$ cat src/rtl/stump_control_ws.sv
// Stump control unit: FETCH/EXECUTE/MEMORY sequencing with memory wait states,
// bus-timeout fault trapping and a wrapping retired-instruction counter.
module stump_control_ws #(
    parameter int PC_REG  = 7,
    parameter int TIMEOUT = 15,
    parameter int CNT_W   = 16
) (
    input  logic             clk,
    input  logic             rst,
    input  logic [3:0]       cc,
    input  logic [15:0]      ir,
    input  logic             mem_ready,
    output logic             fetch,
    output logic             execute,
    output logic             memory,
    output logic             fault,
    output logic             ir_load,
    output logic             ext_op,
    output logic             reg_write,
    output logic [2:0]       dest,
    output logic [2:0]       srcA,
    output logic [2:0]       srcB,
    output logic [1:0]       shift_op,
    output logic             opB_mux_sel,
    output logic [2:0]       alu_func,
    output logic             cc_en,
    output logic             mem_ren,
    output logic             mem_wen,
    output logic             bus_error,
    output logic             retired,
    output logic [CNT_W-1:0] retire_count
);

    localparam logic [1:0] ST_FETCH   = 2'd0;
    localparam logic [1:0] ST_EXECUTE = 2'd1;
    localparam logic [1:0] ST_MEMORY  = 2'd2;
    localparam logic [1:0] ST_FAULT   = 2'd3;

    localparam int         WAIT_W = (TIMEOUT > 1) ? $clog2(TIMEOUT + 1) : 1;
    localparam logic [2:0] PC_IDX = 3'(PC_REG);

    logic [1:0]        state_r;
    logic [1:0]        next_s;
    logic [WAIT_W-1:0] wait_cnt_r;
    logic              timeout_s;

    logic [2:0] op_s;
    logic       type_s;
    logic       is_ldst_s;
    logic       is_bcc_s;

    assign op_s      = ir[15:13];
    assign type_s    = ir[12];
    assign is_ldst_s = (op_s == 3'b110);
    assign is_bcc_s  = (op_s == 3'b111);

    // Branch condition evaluation; flags are {N,Z,V,C}.
    function automatic logic cond_true(input logic [3:0] cond, input logic [3:0] flags);
        logic n, z, v, c;
        n = flags[3];
        z = flags[2];
        v = flags[1];
        c = flags[0];
        case (cond)
            4'd0:    cond_true = 1'b1;
            4'd1:    cond_true = 1'b0;
            4'd2:    cond_true = !c && !z;
            4'd3:    cond_true = c || z;
            4'd4:    cond_true = !c;
            4'd5:    cond_true = c;
            4'd6:    cond_true = !z;
            4'd7:    cond_true = z;
            4'd8:    cond_true = !v;
            4'd9:    cond_true = v;
            4'd10:   cond_true = !n;
            4'd11:   cond_true = n;
            4'd12:   cond_true = (n == v);
            4'd13:   cond_true = (n != v);
            4'd14:   cond_true = !z && (n == v);
            4'd15:   cond_true = z || (n != v);
            default: cond_true = 1'b0;
        endcase
    endfunction

    // Timeout fires on the TIMEOUT-th consecutive not-ready cycle; ready always wins.
    always_comb begin
        timeout_s = 1'b0;
        if ((TIMEOUT != 0) && !mem_ready &&
            ((state_r == ST_FETCH) || (state_r == ST_MEMORY)) &&
            (int'(wait_cnt_r) == TIMEOUT - 1)) begin
            timeout_s = 1'b1;
        end else begin
            timeout_s = 1'b0;
        end
    end

    // Next-state selection.
    always_comb begin
        next_s = state_r;
        case (state_r)
            ST_FETCH: begin
                if (mem_ready)      next_s = ST_EXECUTE;
                else if (timeout_s) next_s = ST_FAULT;
                else                next_s = ST_FETCH;
            end
            ST_EXECUTE: begin
                if (is_ldst_s) next_s = ST_MEMORY;
                else           next_s = ST_FETCH;
            end
            ST_MEMORY: begin
                if (mem_ready)      next_s = ST_FETCH;
                else if (timeout_s) next_s = ST_FAULT;
                else                next_s = ST_MEMORY;
            end
            ST_FAULT: next_s = ST_FAULT;
            default:  next_s = ST_FETCH;
        endcase
    end

    // Datapath control decode for the current state.
    always_comb begin
        fetch       = 1'b0;
        execute     = 1'b0;
        memory      = 1'b0;
        fault       = 1'b0;
        ir_load     = 1'b0;
        ext_op      = 1'b0;
        reg_write   = 1'b0;
        dest        = 3'd0;
        srcA        = 3'd0;
        srcB        = 3'd0;
        shift_op    = 2'd0;
        opB_mux_sel = 1'b0;
        alu_func    = 3'd0;
        cc_en       = 1'b0;
        mem_ren     = 1'b0;
        mem_wen     = 1'b0;
        bus_error   = 1'b0;
        retired     = 1'b0;
        case (state_r)
            ST_FETCH: begin
                fetch   = 1'b1;
                mem_ren = 1'b1;
                ir_load = mem_ready;
            end
            ST_EXECUTE: begin
                execute = 1'b1;
                if (is_bcc_s) begin
                    srcA        = PC_IDX;
                    dest        = PC_IDX;
                    opB_mux_sel = 1'b1;
                    ext_op      = 1'b1;
                    reg_write   = cond_true(ir[11:8], cc);
                    retired     = 1'b1;
                end else begin
                    srcA        = ir[7:5];
                    opB_mux_sel = type_s;
                    if (!type_s) begin
                        srcB     = ir[4:2];
                        shift_op = ir[1:0];
                    end else begin
                        srcB     = 3'd0;
                        shift_op = 2'd0;
                    end
                    if (is_ldst_s) begin
                        alu_func = 3'b000;
                    end else begin
                        alu_func  = op_s;
                        reg_write = 1'b1;
                        dest      = ir[10:8];
                        cc_en     = ir[11];
                        retired   = 1'b1;
                    end
                end
            end
            ST_MEMORY: begin
                memory  = 1'b1;
                retired = mem_ready;
                if (!ir[11]) begin
                    mem_ren   = 1'b1;
                    dest      = ir[10:8];
                    reg_write = mem_ready;
                end else begin
                    mem_wen = 1'b1;
                    srcA    = ir[10:8];
                end
            end
            ST_FAULT: begin
                fault     = 1'b1;
                bus_error = 1'b1;
            end
            default: begin
                fetch = 1'b0;
            end
        endcase
    end

    // State register.
    always_ff @(posedge clk) begin
        if (!rst) state_r <= ST_FETCH;
        else      state_r <= next_s;
    end

    // Wait counter: restarts on any state change or completed transfer.
    always_ff @(posedge clk) begin
        if (!rst) begin
            wait_cnt_r <= '0;
        end else if ((next_s != state_r) || mem_ready) begin
            wait_cnt_r <= '0;
        end else if ((state_r == ST_FETCH) || (state_r == ST_MEMORY)) begin
            wait_cnt_r <= wait_cnt_r + WAIT_W'(1);
        end else begin
            wait_cnt_r <= '0;
        end
    end

    // Retired-instruction counter, wraps naturally.
    always_ff @(posedge clk) begin
        if (!rst)         retire_count <= '0;
        else if (retired) retire_count <= retire_count + CNT_W'(1);
        else              retire_count <= retire_count;
    end

endmodule
$ cat config.mk
export PLATFORM = sky130hd
export DESIGN_NAME = stump_control_ws
export DESIGN_NICKNAME = d
export VERILOG_FILES = /design/src/rtl/stump_control_ws.sv
export SDC_FILE = /design/constraint.sdc
export NUM_CORES = 1
export LEC_CHECK = 0
export BUFFER_PORTS_ARGS = -buffer_cell sky130_fd_sc_hd__buf_4
export CAP_MARGIN = 5
export CORE_AREA = 2 2 49 73
export CTS_CLUSTER_DIAMETER = 40
export DETAILED_ROUTE_END_ITERATION = 12
export DIE_AREA = 0 0 51 75
export GPL_ROUTABILITY_DRIVEN = 0
export GPL_TIMING_DRIVEN = 0
export PLACE_DENSITY_LB_ADDON = 0.1
export SYNTH_ARGS = -nofsm -noshare
export SYNTH_HDL_FRONTEND = slang
export SYNTH_SLANG_ARGS = --single-unit
$ cat constraint.sdc
create_clock -name clk -period 3.55 [get_ports clk]
set_input_delay 0.1775 -clock clk [delete_from_list [all_inputs] [get_ports clk]]
set_output_delay 0.1775 -clock clk [all_outputs]
set_load 0.01 [all_outputs]
# Word level (Yosys, flattened, before mapping)
# Cells that the tools add are included.
# classes
addsub	2
bitwise_logic	2
eq_ne	24
n_reduce_logical	16
mux	46
# ops
cell	count
3-bit two-way mux	11
4-bit equality test, second input constant	8
1-bit two-way mux	21
16-bit by 1-bit adder with 16-bit output, second input constant	1
4-bit by 3-bit equality test with 1-bit output, second input constant	4
1-bit case mux with 16 select lines	1
2-bit two-way mux	7
4-bit by 2-bit equality test with 1-bit output, second input constant	3
3-bit case mux with 2 select lines	2
2-bit case mux with 4 select lines	1
3-bit equality test, second input constant	2
1-bit case mux with 2 select lines	3
1-bit zero test	5
4-bit by 1-bit adder with 4-bit output, second input constant	1
2-bit equality test, second input constant	2
4-bit by 1-bit equality test with 1-bit output, second input constant	1
1-bit logical AND	4
4-bit zero test	1
1-bit logical OR	4
3-bit OR reduction	1
2-bit by 1-bit equality test with 1-bit output, second input constant	1
2-bit zero test	1
2-bit != test	1
1-bit inverter	2
other kinds (2)	2
# word_totals
output_inout_bits	43
reg_bits	22
in_bits	23

# Logic depth before layout (Yosys ltp)
# Gate-level depths: netlist of run 1.
# depth
ltp_word	11
ltp_mapped	7

# Worst setup path before layout of run 1
# OpenSTA, ideal clock, no wires.
# synth_timing
kind	reg-to-reg
from	register state_r[0]
to	register retire_count[9]
required_ns	3.477
period_less_slack_ns	1.918
t_arrival_ns	1.846
path_slack_ns	1.632
stages_incl_launch_ff	8
path_buffers	1
setup_time_ns	0.073
path_cell_list	dfxtp_1 inv_1 ha_1 and4_1 nand3_2 buf_6 or4_1 a21oi_1
# synth_between
elab_chain_len	2
# synth_lines
item	line	source
from (decl)	42	logic [1:0] state_r;
from (signal assigned)	201	else state_r <= next_s;
2-bit equality test or 2-bit by 1-bit equality test with 1-bit output (tied branches)	140	case (state_r)
1-bit case mux with 2 select lines *	140	
to (signal assigned)	220	else if (retired) retire_count <= retire_count + CNT_W'(1);
to (signal assigned)	221	else retire_count <= retire_count;
to (decl)	31	output logic [CNT_W-1:0] retire_count
# Every way passes the cells marked *; elsewhere a longest branch is shown, timed or not.
# A chain may end at the register's enable or synchronous reset.

# Final worst setup path of run 1
# layout_timing
from	register state_r[0]
to	output reg_write
# layout_between
elab_chain_len	2
# layout_lines
item	line	source
2-bit equality test or 2-bit by 1-bit equality test with 1-bit output (tied branches)	140	
1-bit case mux with 2 select lines *	140	
to (decl)	19	output logic reg_write,
# Marks and branches as above.

==> flow_results.org, run 1 <==
** STA
- Worst path setup slack after routing :: about 1.2 ns
- Hold Worst Slack :: about 0.33 ns
- Number of setup violations in the final report :: 0
- Clock skew on the completed layout was measured at 0.00453 ns.
- For the final routed database, the setup TNS stands at 0 ns.
- RSZ-0062 raised after global routing :: no
- Final min period :: about 2.4 ns
- Remaining max-slew budget at the tightest pin :: 0.700
- Static timing analysis puts the maximum clock frequency at about 420 MHz.
- The max-slew violation total from the final report is 0.
- Portion of the clock cycle consumed by the worst path in the final layout :: 0.665
- Slew @ Worst Pin :: roughly 0.45 ns
- Final Hold Viols :: 0

** Global routing
- Remaining global-route overflow :: 0
- The first global-routing pass estimated ~7000 um of wire.
- For this run, the total global-route usage over all layers was measured as 0.230.
- The initial antenna violation count is 0.
- The via count of the first global-routing pass was between 1500 and 2000.
- Pin count of the biggest net entering global routing :: 13

** Synthesis
- The share of the Yosys chip area taken by registers is 0.282.
- Syn_area_per_cell :: just under 8 um^2
- Yosys top cell by area :: dfxtp_1
- Gate count after technology mapping :: 198
- Synthesis inferred 22 register bits.
- Portion of synthesized cell area occupied by the leading cell type :: 0.282
- The number of nets in the synthesized netlist is between 200 and 250.
- Number of synthesized flops with an enable pin :: 0
- Number of unique standard cell types used by synthesis :: 46
- Post-Synthesis Cell Area :: roughly 1600 um^2
- For this run, the number of Yosys warnings is 0.
- After synthesis, the share of flip-flops with an asynchronous set or reset is 0.
- Post-synth top flop :: dfxtp_1
- In the post-synthesis netlist, the biggest area contributors are dfxtp_1 (28%), mux2i_1 (5.8%), ha_1 (5.6%).

** Layout
- 0 antenna diodes ended up in the layout.
- For this run, the post-layout net count is approximately 300.
- Final standard cell count with taps included and fillers excluded :: around 310
- Most frequent standard cell in the layout excluding fill and tap cells :: buf_4
- Of the cells placed in the final design, the portion with a size suffix greater than 1 is 0.293.
- Most frequent cells in the layout :: buf_4 (65), dfxtp_1 (22), nand2_1 (20), a21oi_1 (16), nand2b_1 (10)
- The area growth from synthesis to layout is 37.5%.

** Detailed routing
- Total wirelength of the detailed-routed design :: roughly 4200 um
- Number of DRC markers in iteration 0 :: between 40 and 50
- The routed layout has between 1500 and 2000 vias.
- The first detailed-routing pass took 4 iterations.
- The detail route stage leaves a number of antenna-violating nets equal to 0.
- Via count normalized by instance count :: between 5 and 6
- Detail-routed net length per standard cell :: approximately 14 um
- DRC errors left :: 0

** Clock network
- At the later pin of the worst-skew pair, clock insertion delay measures 0.26 ns.
- Maximum count of clock buffers along a single path :: 2
- TritonCTS built the clock tree.
- After clock tree synthesis, the clock-pin slew on the worst setup and hold paths is about 0.080 ns.
- Total of hold buffers inserted after clock tree synthesis :: 0
- Clock net sink count :: 22
- In this run, CTS created clock tree buffers numbering 3.
- In this run, post-CTS repair resized a total of 0 instances.
- Post-CTS Setup Inserts :: 0
- Root Driver :: clkbuf_8
- In this run the number of H-tree levels came out at 1.

** Floorplanning
- Die Outline Area :: 3830 um^2
- Height of the chip :: 75 um
- Standard cell core area :: about 3200 um^2
- For this configuration, the core starts out at a cell density of 0.495.
- Die Wd :: between 50 and 60 um
- Count of pins on the block boundary :: between 60 and 70
- Cell Rows :: 25

** Setup path
- Critical Path End Type :: output pin
- Reg2Reg Depth :: 7
- Setup CP Type :: flip-flop to output pin
- Reg-to-reg endpoint :: retire_count[9]
- CP startpoint kind :: flip-flop
- In this run the register-to-register setup slack is roughly 1.4 ns.
- The critical path goes through inv_1 > ha_1 > clkinv_1 > clkbuf_1 > o221ai_1 > buf_4.
- Data arrives at the worst endpoint at between 2 and 2.5 ns.
- The slowest stage of the critical path belongs to the cell dfxtp_1.
- Endpoint required time on the critical path :: between 3 and 4 ns
- Longest individual stage delay on the worst path :: between 0.4 and 0.5 ns
- The worst register-to-register path begins at state_r[0].
- In this run the worst path has a maximum fanout of 10.

** Worst hold path
- Hold Path Class :: input pin to flip-flop
- Counting instances, the worst hold path has a depth of 3.
- Worst Hold Path EP :: state_r[1]
- The startpoint identified for the worst hold timing path is ir[14].

** Power
- The analysis attributes to cell leakage a power of around 0.88 nW.
- Overall power :: 0.000580 W
- VDD IR-drop max :: between 0.15 and 0.2 mV
- Power density over cell area :: about 270 nW/um^2

** Flow run
- Max capacitance violation total :: 0

** Run status
- Status :: finished, final reports clean

** Placement
- Detailed-placement wirelength estimate :: 3200 um
- Pre-CTS setup slack :: 1.44 ns
- Post-Place Cells :: a little over 300
- The count of buffers added on input and output ports is between 60 and 70.
[cell type report]
| class | count | area, um^2 |
|---|---|---|
| Buffer | 10 | 53.8 |
| Clock buffer | 4 | 55.1 |
| Fill cell | 291 | 1010 |
| Inverter | 9 | 33.8 |
| Multi-Input combinational cell | 157 | 1030 |
| Sequential cell | 22 | 440 |
| Tap cell | 40 | 50.0 |
| Timing Repair Buffer | 64 | 480 |
[kinds of logic after synthesis]
group	after synthesis	synth area share
flip-flops	22	0.282
buffers and inverters	19	0.0560
AO/OA/AOI/OAI	44	0.187
adder cells (fa/ha/maj)	7	0.0560
multiplexers	9	0.0576
AND/OR/NAND/NOR	94	0.344
XOR/XNOR	3	0.0168
[synthesized netlist by cell type, drive strengths merged, types with 5 or more instances]
| cell type | number |
|---|---|
| nand2b | 10 |
| o31ai | 5 |
| nand3 | 10 |
| mux2i | 9 |
| and3 | 7 |
| buf | 6 |
| nor3 | 5 |
| dfxtp | 22 |
| a21oi | 16 |
| ha | 7 |
| nand2 | 20 |
| o21ai | 5 |
| inv | 7 |
| nor4 | 8 |
| nor2 | 6 |
| or4 | 5 |
| nand4 | 5 |
[critical path: cells and delay by family, from the launching register on]
family	cells	cell delay, ns
AOI/OAI and AO/OA	1	0.25
adders and majority gates	1	0.39
buffers and inverters	4	0.80
DFF	1	0.48
[metal layers]
metal,vias to the layer above,global-route usage,part of all wire
li1,886,-,-
met1,813,0.272,0.42
met2,53,0.426,0.52
met3,4,0.0317,0.052
met4,0,0.0691,0.0069
met5,-,0,0
[report_power, final]
group / switching [W] / internal [W] / leakage, nW / total [W]
Combinational: 0.0000819 / 0.0000648 / 0.674 / 0.000147
Sequential: 0.00000576 / 0.000250 / 0.178 / 0.000256
Clock: 0.0000788 / 0.0000987 / 0.0288 / 0.000178
Total: 0.000167 / 0.000414 / 0.880 / 0.000580
[state kept, by name (all words and copies together), names as in the netlist]
| signal | cells |
|---|---|
| wait_cnt_r | 4 |
| state_r | 2 |
| retire_count | 16 |
[stage by stage]
stage / util / instance area, um^2
after floorplan: - / 1560
after global placement: 0.663 / 2090
after detailed placement: 0.663 / 2090
after CTS: 0.680 / 2150
after global routing: 0.680 / 2150
final: 0.680 / 2150
[how the worst max path moves through the flow]
stage	slack, ns	end	cells past startpoint	from
floorplan	1.63	retire_count[9]	7	state_r[0]
global route	1.01	reg_write	6	state_r[0]
global placement	1.44	retire_count[9]	7	state_r[0]
CTS	1.21	reg_write	6	state_r[0]
finish	1.19	reg_write	6	state_r[0]
detailed placement	1.44	retire_count[9]	7	state_r[0]
(Power assumes the default switching activity.)
==> run 2, diff against run 1 <==
CORE_AREA = 2 2 53 79   (was 2 2 49 73)
DIE_AREA = 0 0 55 81   (was 0 0 51 75)
clock period = 2.1 ns   (was 3.55 ns; I/O delays follow)
==> run 2 against run 1 <==
Net effect:
- register-to-register slack got worse by 1.3 ns
- cell count increased by 1.3%
- sequential power increased by 69%
==> flow_results.org, run 2 (synthesis results as in run 1) <==
** Floorplanning
- Pin placement for this block handled 66 I/O pins.
- Initial cell density of the core :: 0.406
- Height of the chip :: between 80 and 90 um
- The floorplan step defined a core boundary enclosing between 3000 and 4000 um^2.
- Cell Rows :: 28
- The die covers ~4500 um^2.
- Measured along the x axis, the die boundary spans between 50 and 60 um.

** Setup path
- Among all stages on the critical path, the largest delay is contributed by nor4b_1.
- Critical Path AT :: ~2.3 ns
- Category of cells accounting for the largest share of critical-path delay :: simple AND/OR/NAND/NOR gates
- Biggest fanout along the worst timing path :: 10
- The worst setup path is captured at a flip-flop.
- Cell Chain, Critical Path :: inv_1 > ha_2 > and4_1 > nand3_2 > buf_6 > nor4b_1 > mux2i_1
- Endpoint required time on the critical path :: 2.29 ns
- The number of buffers and inverters on the critical path is 2.
- The worst setup path is launched from a flip-flop.
- For this run, the slowest stage of the critical path takes about 0.42 ns.
- Setup CP Type :: flip-flop to flip-flop

** Detailed routing
- For this block, the initial DRC count from the detailed router was 41.
- Via count normalized by instance count :: approximately 5.6
- The routed layout has approximately 1700 vias.
- Total wirelength of the detailed-routed design :: a little over 4000 um
- After detailed routing, the number of remaining DRC violations is 0.
- After detailed routing, the average wire length per cell comes to between 10 and 15 um.
- First-pass DRT Iterations :: 4
- The detail route stage leaves a number of antenna-violating nets equal to 0.

** Clock network
- Clock tree from TritonCTS :: built
- In this run the number of H-tree levels came out at 1.
- The clock passes through at most 2 buffers.
- Clock latency on the worst-skew pair, taken at its later pin, is 0.26 ns.
- Total of hold buffers inserted after clock tree synthesis :: 0
- Clock buffers created by TritonCTS :: 3
- Clock net sink count :: 22
- Clock input transition at the sequential cells of the worst setup and hold paths :: ~0.08 ns
- Root Driver :: clkbuf_8

** Global routing
- Initial antenna violation count :: 0
- Entering global routing, the biggest net connects 12 pins.
- Via count of the first global-routing pass :: between 1000 and 1500
- Met3 capacity usage during global routing :: 0.0147
- Remaining global-route overflow :: 0
- Global routing usage summed across all routing layers :: 0.180
- Met2 track demand over resource in global routing :: 0.346
- For this run, global-route usage on met1 was measured as 0.198.
- Global-route wire length before repair :: around 6200 um
- Most used routing layer in global routing :: met2

** STA
- After routing, the total negative slack on setup checks comes to 0 ns.
- The clock period could shrink to just over 2 ns.
- The tightest hold path in the finished design has a slack of about 0.27 ns.
- Final Hold Viols :: 0
- In the finished design, the share of the clock period the worst path needs comes to 0.985.
- For this run, the top clock speed supported by timing is a little under 500 MHz.
- For the pin with the worst max-slew slack, the measured transition is between 0.4 and 0.5 ns.
- Remaining max-slew budget at the tightest pin :: 0.703
- Across the routed clock network, the largest skew measured is 0.00536 ns.
- RSZ-0062 raised after global routing :: yes
- Number of setup violations in the final report :: 0
- The max-slew violation total from the final report was 0.

** Layout
- The library cell used most frequently in the layout, excluding fill and tap cells, is buf_4.
- In the layout the commonest cells are buf_4 (65), nand2_1 (20), dfxtp_1 (20), a21oi_1 (16), nand2b_1 (10).
- The repair_antennas step left the layout with diodes totalling 0.
- The largest registers in the layout are retire_count (16), wait_cnt_r (4), state_r (2).
- Biggest register :: retire_count
- Cell area after layout :: approximately 2200 um^2
- Area added between synthesis and finish :: 38.2%
- The net count of the finished layout is roughly 300.
- Of the cells placed in the final design, the portion with a size suffix greater than 1 is 0.317.
- The register with the most flip-flops in the layout has 16 of them.

** Power
- Switching power of the nets :: around 0.00028 W
- The share of total power dissipated in the clock network is 0.273.
- Register share of total power :: 0.461
- Of the total power, the share spent switching nets is 0.293.
- VDD IR-drop max :: approximately 0.40 mV
- Power spread over the standard cell area amounts to approximately 440 nW/um^2.
- Leak Pwr :: approximately 0.88 nW
- Internal power :: approximately 0.00066 W
- Of the total power, combinational logic draws 0.266.

** Run status
- The flow ran to the end, and the final reports show no timing, DRC or antenna violations.

** Worst hold path
- In this run the worst hold path is classified as input pin to flip-flop.

** Flow run
- The tool flagged a number of max-cap violations equal to 0.

** Placement
- Detailed-placement wirelength estimate :: around 3200 um
- Input and output buffers added on the ports amount to 64.
- Summing all placed instances gives a cell area of 2100 um^2.
run 2: what timing repair did:
action | in CTS | in global routing
setup endpoints to repair | 11 | 11
setup buffers | 0 | 0
resized for setup | 4 | 3
run 2: tightest hold or removal path: cells and delay by family:
family / cells / cell delay [ns]
AO/OA/AOI/OAI: 1 / 0.10
AND/OR/NAND/NOR: 1 / 0.14
buffers and inverters: 1 / 0.13
run 2: cell type report:
class                      count  area (um^2)
clock buffer                   3         41.3
multi-input combinational    157         1050
tap                           45         56.3
sequential                    22          443
fill                         419         1690
inverter                       9         35.0
buffer                        10         55.1
timing repair buffer          64          480
run 2: power by group through the flow:
stage | Clock, W | Combinational (W) | Sequential [W]
floorplan | 0 | 0.000137 | 0.000441
global placement | 0 | 0.000247 | 0.000443
detailed placement | 0 | 0.000247 | 0.000443
CTS | 0.000265 | 0.000250 | 0.000433
global route | 0.000280 | 0.000279 | 0.000435
finish | 0.000257 | 0.000250 | 0.000433
run 2: per-layer routing:
layer	vias to the layer above	share of wire
li1	880	-
met1	802	0.39
met2	60	0.52
met3	4	0.074
met4	0	0.0094
met5	-	0
run 2: worst paths after layout:
kind	cells past startpoint	from	end	slack, ns
worst max-delay path	7	state_r[0]	retire_count[12]	0.03
worst min-delay path	3	ir[14]	state_r[1]	0.27
worst max register to register	7	state_r[0]	retire_count[12]	0.03
worst min register to register	2	retire_count[15]	retire_count[15]	0.47
run 2: stage by stage:
stage | utilization | instances | power (W) | worst slack, ns
after floorplan | - | 198 | 0.000578 | 0.182
after global placement | 0.545 | 307 | 0.000689 | -0.0299
after detailed placement | 0.545 | 307 | 0.000690 | -0.0365
after CTS | 0.558 | 310 | 0.000948 | -0.0104
after global routing | 0.560 | 310 | 0.000993 | -0.0292
final | 0.560 | 310 | 0.000940 | 0.0309
==> run 3, diff against run 2 <==
CORE_AREA = 5 5 56 82   (was 2 2 53 79)
DIE_AREA = 0 0 61 87   (was 0 0 55 81)
==> run 3 against run 2 <==
Net effect:
- global-route usage down 1.3 points
- sequential share of layout area down 0.36 points
- flip-flop and latch count unchanged
- cell count unchanged
- routed wire length increased by 5.9%
- cell area is 1.8% higher
- total power grew 0.92%
- via count decreased by 1.2%
- worst hold slack got worse by 0.013 ns
- critical path depth did not move
- clock power about the same
- largest power group unchanged
==> flow_results.org, run 3 (synthesis results as in run 1) <==
** Clock network
- Clock input transition at the sequential cells of the worst setup and hold paths :: around 0.070 ns
- Clock tree synthesis inserted a total of 3 buffers.
- Clock tree from TritonCTS :: built
- Number of levels in the clock H-tree :: 1
- Clock net sink count :: 22
- CTS placed an instance of clkbuf_8 at the clock tree root.
- Post-CTS Setup Inserts :: 0
- Maximum count of clock buffers along a single path :: 2
- For the worst-skew pair, the clock arrives at the later sink with an insertion delay of approximately 0.26 ns.

** Global routing
- Met1 track demand over resource in global routing :: 0.195
- Pin count of the biggest net entering global routing :: 12
- The first global-routing pass estimated 7020 um of wire.
- For this run the aggregate overflow at the end of global routing stands at 0.
- In the global route stage, met3 resource usage came out at 0.0297.
- Initial antenna violation count :: 0
- Met2 track demand over resource in global routing :: 0.292
- Across every metal layer, demand over resource in global routing totals 0.167.
- The via count of the first global-routing pass is roughly 1600.
- Most used routing layer in global routing :: met2

** STA
- Measured against its own limit, the worst slew margin works out to 0.697.
- Between clock sinks in the finished design, the worst skew comes to around 0.0026 ns.
- Number of setup violations in the final report :: 0
- Portion of the clock cycle consumed by the worst path in the final layout :: 0.946
- The max-slew violation total from the final report is 0.
- Maximum frequency from static timing analysis :: between 500 and 600 MHz
- Slew @ Worst Pin :: 0.454 ns
- Setup repair after global routing could not meet its margin everywhere.
- Once routing completed, OpenROAD measured the worst setup slack at 0.112 ns.
- Final Hold Viols :: 0
- For the finished layout, the period the worst path requires is 1.99 ns.

** Layout
- Layout Nets :: around 300
- Most frequent standard cell in the layout excluding fill and tap cells :: buf_4
- Filler cells :: ~390
- Ratio of cells with drive above 1 in the final layout :: 0.340
- At the end of the flow the core is filled with cells to 0.570.
- Area added between synthesis and finish :: 40.7%
- Largest registers :: retire_count (16), wait_cnt_r (4), state_r (2)
- Flip-flop count of the largest register after layout :: 16
- In the layout the commonest cells are buf_4 (65), nand2_1 (20), dfxtp_1 (20), a21oi_1 (16), nand2b_1 (10).
- Ant. Diodes :: 0
- Biggest register :: retire_count

** Power
- The worst-case IR drop observed on VDD is between 0.3 and 0.4 mV.
- For this design the static power due to leakage is 0.881 nW.
- Power spread over the standard cell area amounts to approximately 430 nW/um^2.

** Setup path
- Setup CP Type :: flip-flop to flip-flop
- The worst setup path is captured at a flip-flop.
- STA puts the critical path data arrival time at roughly 2.2 ns.
- Biggest fanout along the worst timing path :: 10
- CP startpoint kind :: flip-flop
- Endpoint required time on the critical path :: 2.29 ns

** Floorplanning
- Cell Rows :: 28
- Count of pins on the block boundary :: 66
- Standard cell core area :: 3850 um^2
- Measured along the x axis, the die boundary spans roughly 60 um.
- Initial cell density of the core :: 0.406
- The die is 87 um tall.
- The die covers around 5300 um^2.

** Detailed routing
- In this run, the number of DRC markers left after iteration 0 of detailed routing was 94.
- Detail-routed net length per standard cell :: roughly 14 um
- First-pass DRT Iterations :: 4
- In the routed layout, each cell is associated on average with a via count of 5.56.
- In the routed design, unresolved DRC markers number 0.
- Total wirelength of the detailed-routed design :: about 4400 um
- The detail route stage leaves a number of antenna-violating nets equal to 0.
- Count of vias placed by the detailed router :: 1725

** Worst hold path
- In this run the worst hold path is classified as input pin to flip-flop.

** Placement
- Input/output buffers :: 64
- Pre-CTS setup slack :: -0.0528 ns
- Once detailed placement completed, the half-perimeter wirelength came to around 3300 um.

** Run status
- The run finished with clean final reports.

** Flow run
- Max-cap violations in this run came to 0.
-- run 3: worst paths after layout --
check / from / end / slack [ns] / depth (start not counted)
worst min-delay path: ir[14] / state_r[1] / 0.25 / 3
worst max register to register: state_r[0] / retire_count[9] / 0.11 / 7
worst max-delay path: state_r[0] / retire_count[9] / 0.11 / 7
worst min register to register: retire_count[15] / retire_count[15] / 0.47 / 2
-- run 3: report_power, final --
group          switching (W)  internal, W
sequential        0.00000947     0.000424
combinational       0.000141     0.000118
clock               0.000129     0.000128
-- run 3: per-stage QoR --
| stage | instances | hold WS (ns) | setup TNS [ns] | power, W | instance area [um^2] |
|---|---|---|---|---|---|
| finish | 310 | 0.254 | 0 | 0.000949 | 2200 |
| global route | 310 | 0.270 | -0.0179 | 0.00101 | 2200 |
| CTS | 310 | 0.244 | 0 | 0.000956 | 2160 |
| detailed placement | 307 | 0.465 | -0.0840 | 0.000690 | 2100 |
| global placement | 307 | 0.461 | -0.0379 | 0.000688 | 2100 |
| floorplan | 198 | 0.258 | 0 | 0.000578 | 1560 |
-- run 3: worst max-delay path, cell delays in order, from the launching register on --
cell     delay [ns]
dfxtp_2        0.39
inv_1          0.12
ha_4           0.31
and4_1         0.21
nand3_2        0.10
buf_6          0.17
or4_1          0.46
a21oi_1        0.15
-- run 3: area by class of cell --
cell class,instances,area [um^2],share of cell area
inverter,9,35.0,0.0159
tap,45,56.3,0.0256
timing repair buffer,64,480,0.219
multi-input combinational,157,1090,0.494
buffer,10,56.3,0.0256
sequential,22,443,0.201
clock buffer,3,41.3,0.0188
-- run 3: timing repair --
action | 4_1_cts | 5_1_grt
endpoints found under the setup margin | 12 | 9
endpoints found under the hold margin | 0 | 0
hold buffers | 0 | 0
pin swaps | 0 | 1
resized for setup | 7 | 9
-- run 3: metal layers --
layer	vias to the layer above	part of all wire
met5	-	0
met4	0	0.010
met3	4	0.11
met2	64	0.48
met1	777	0.41
li1	880	-
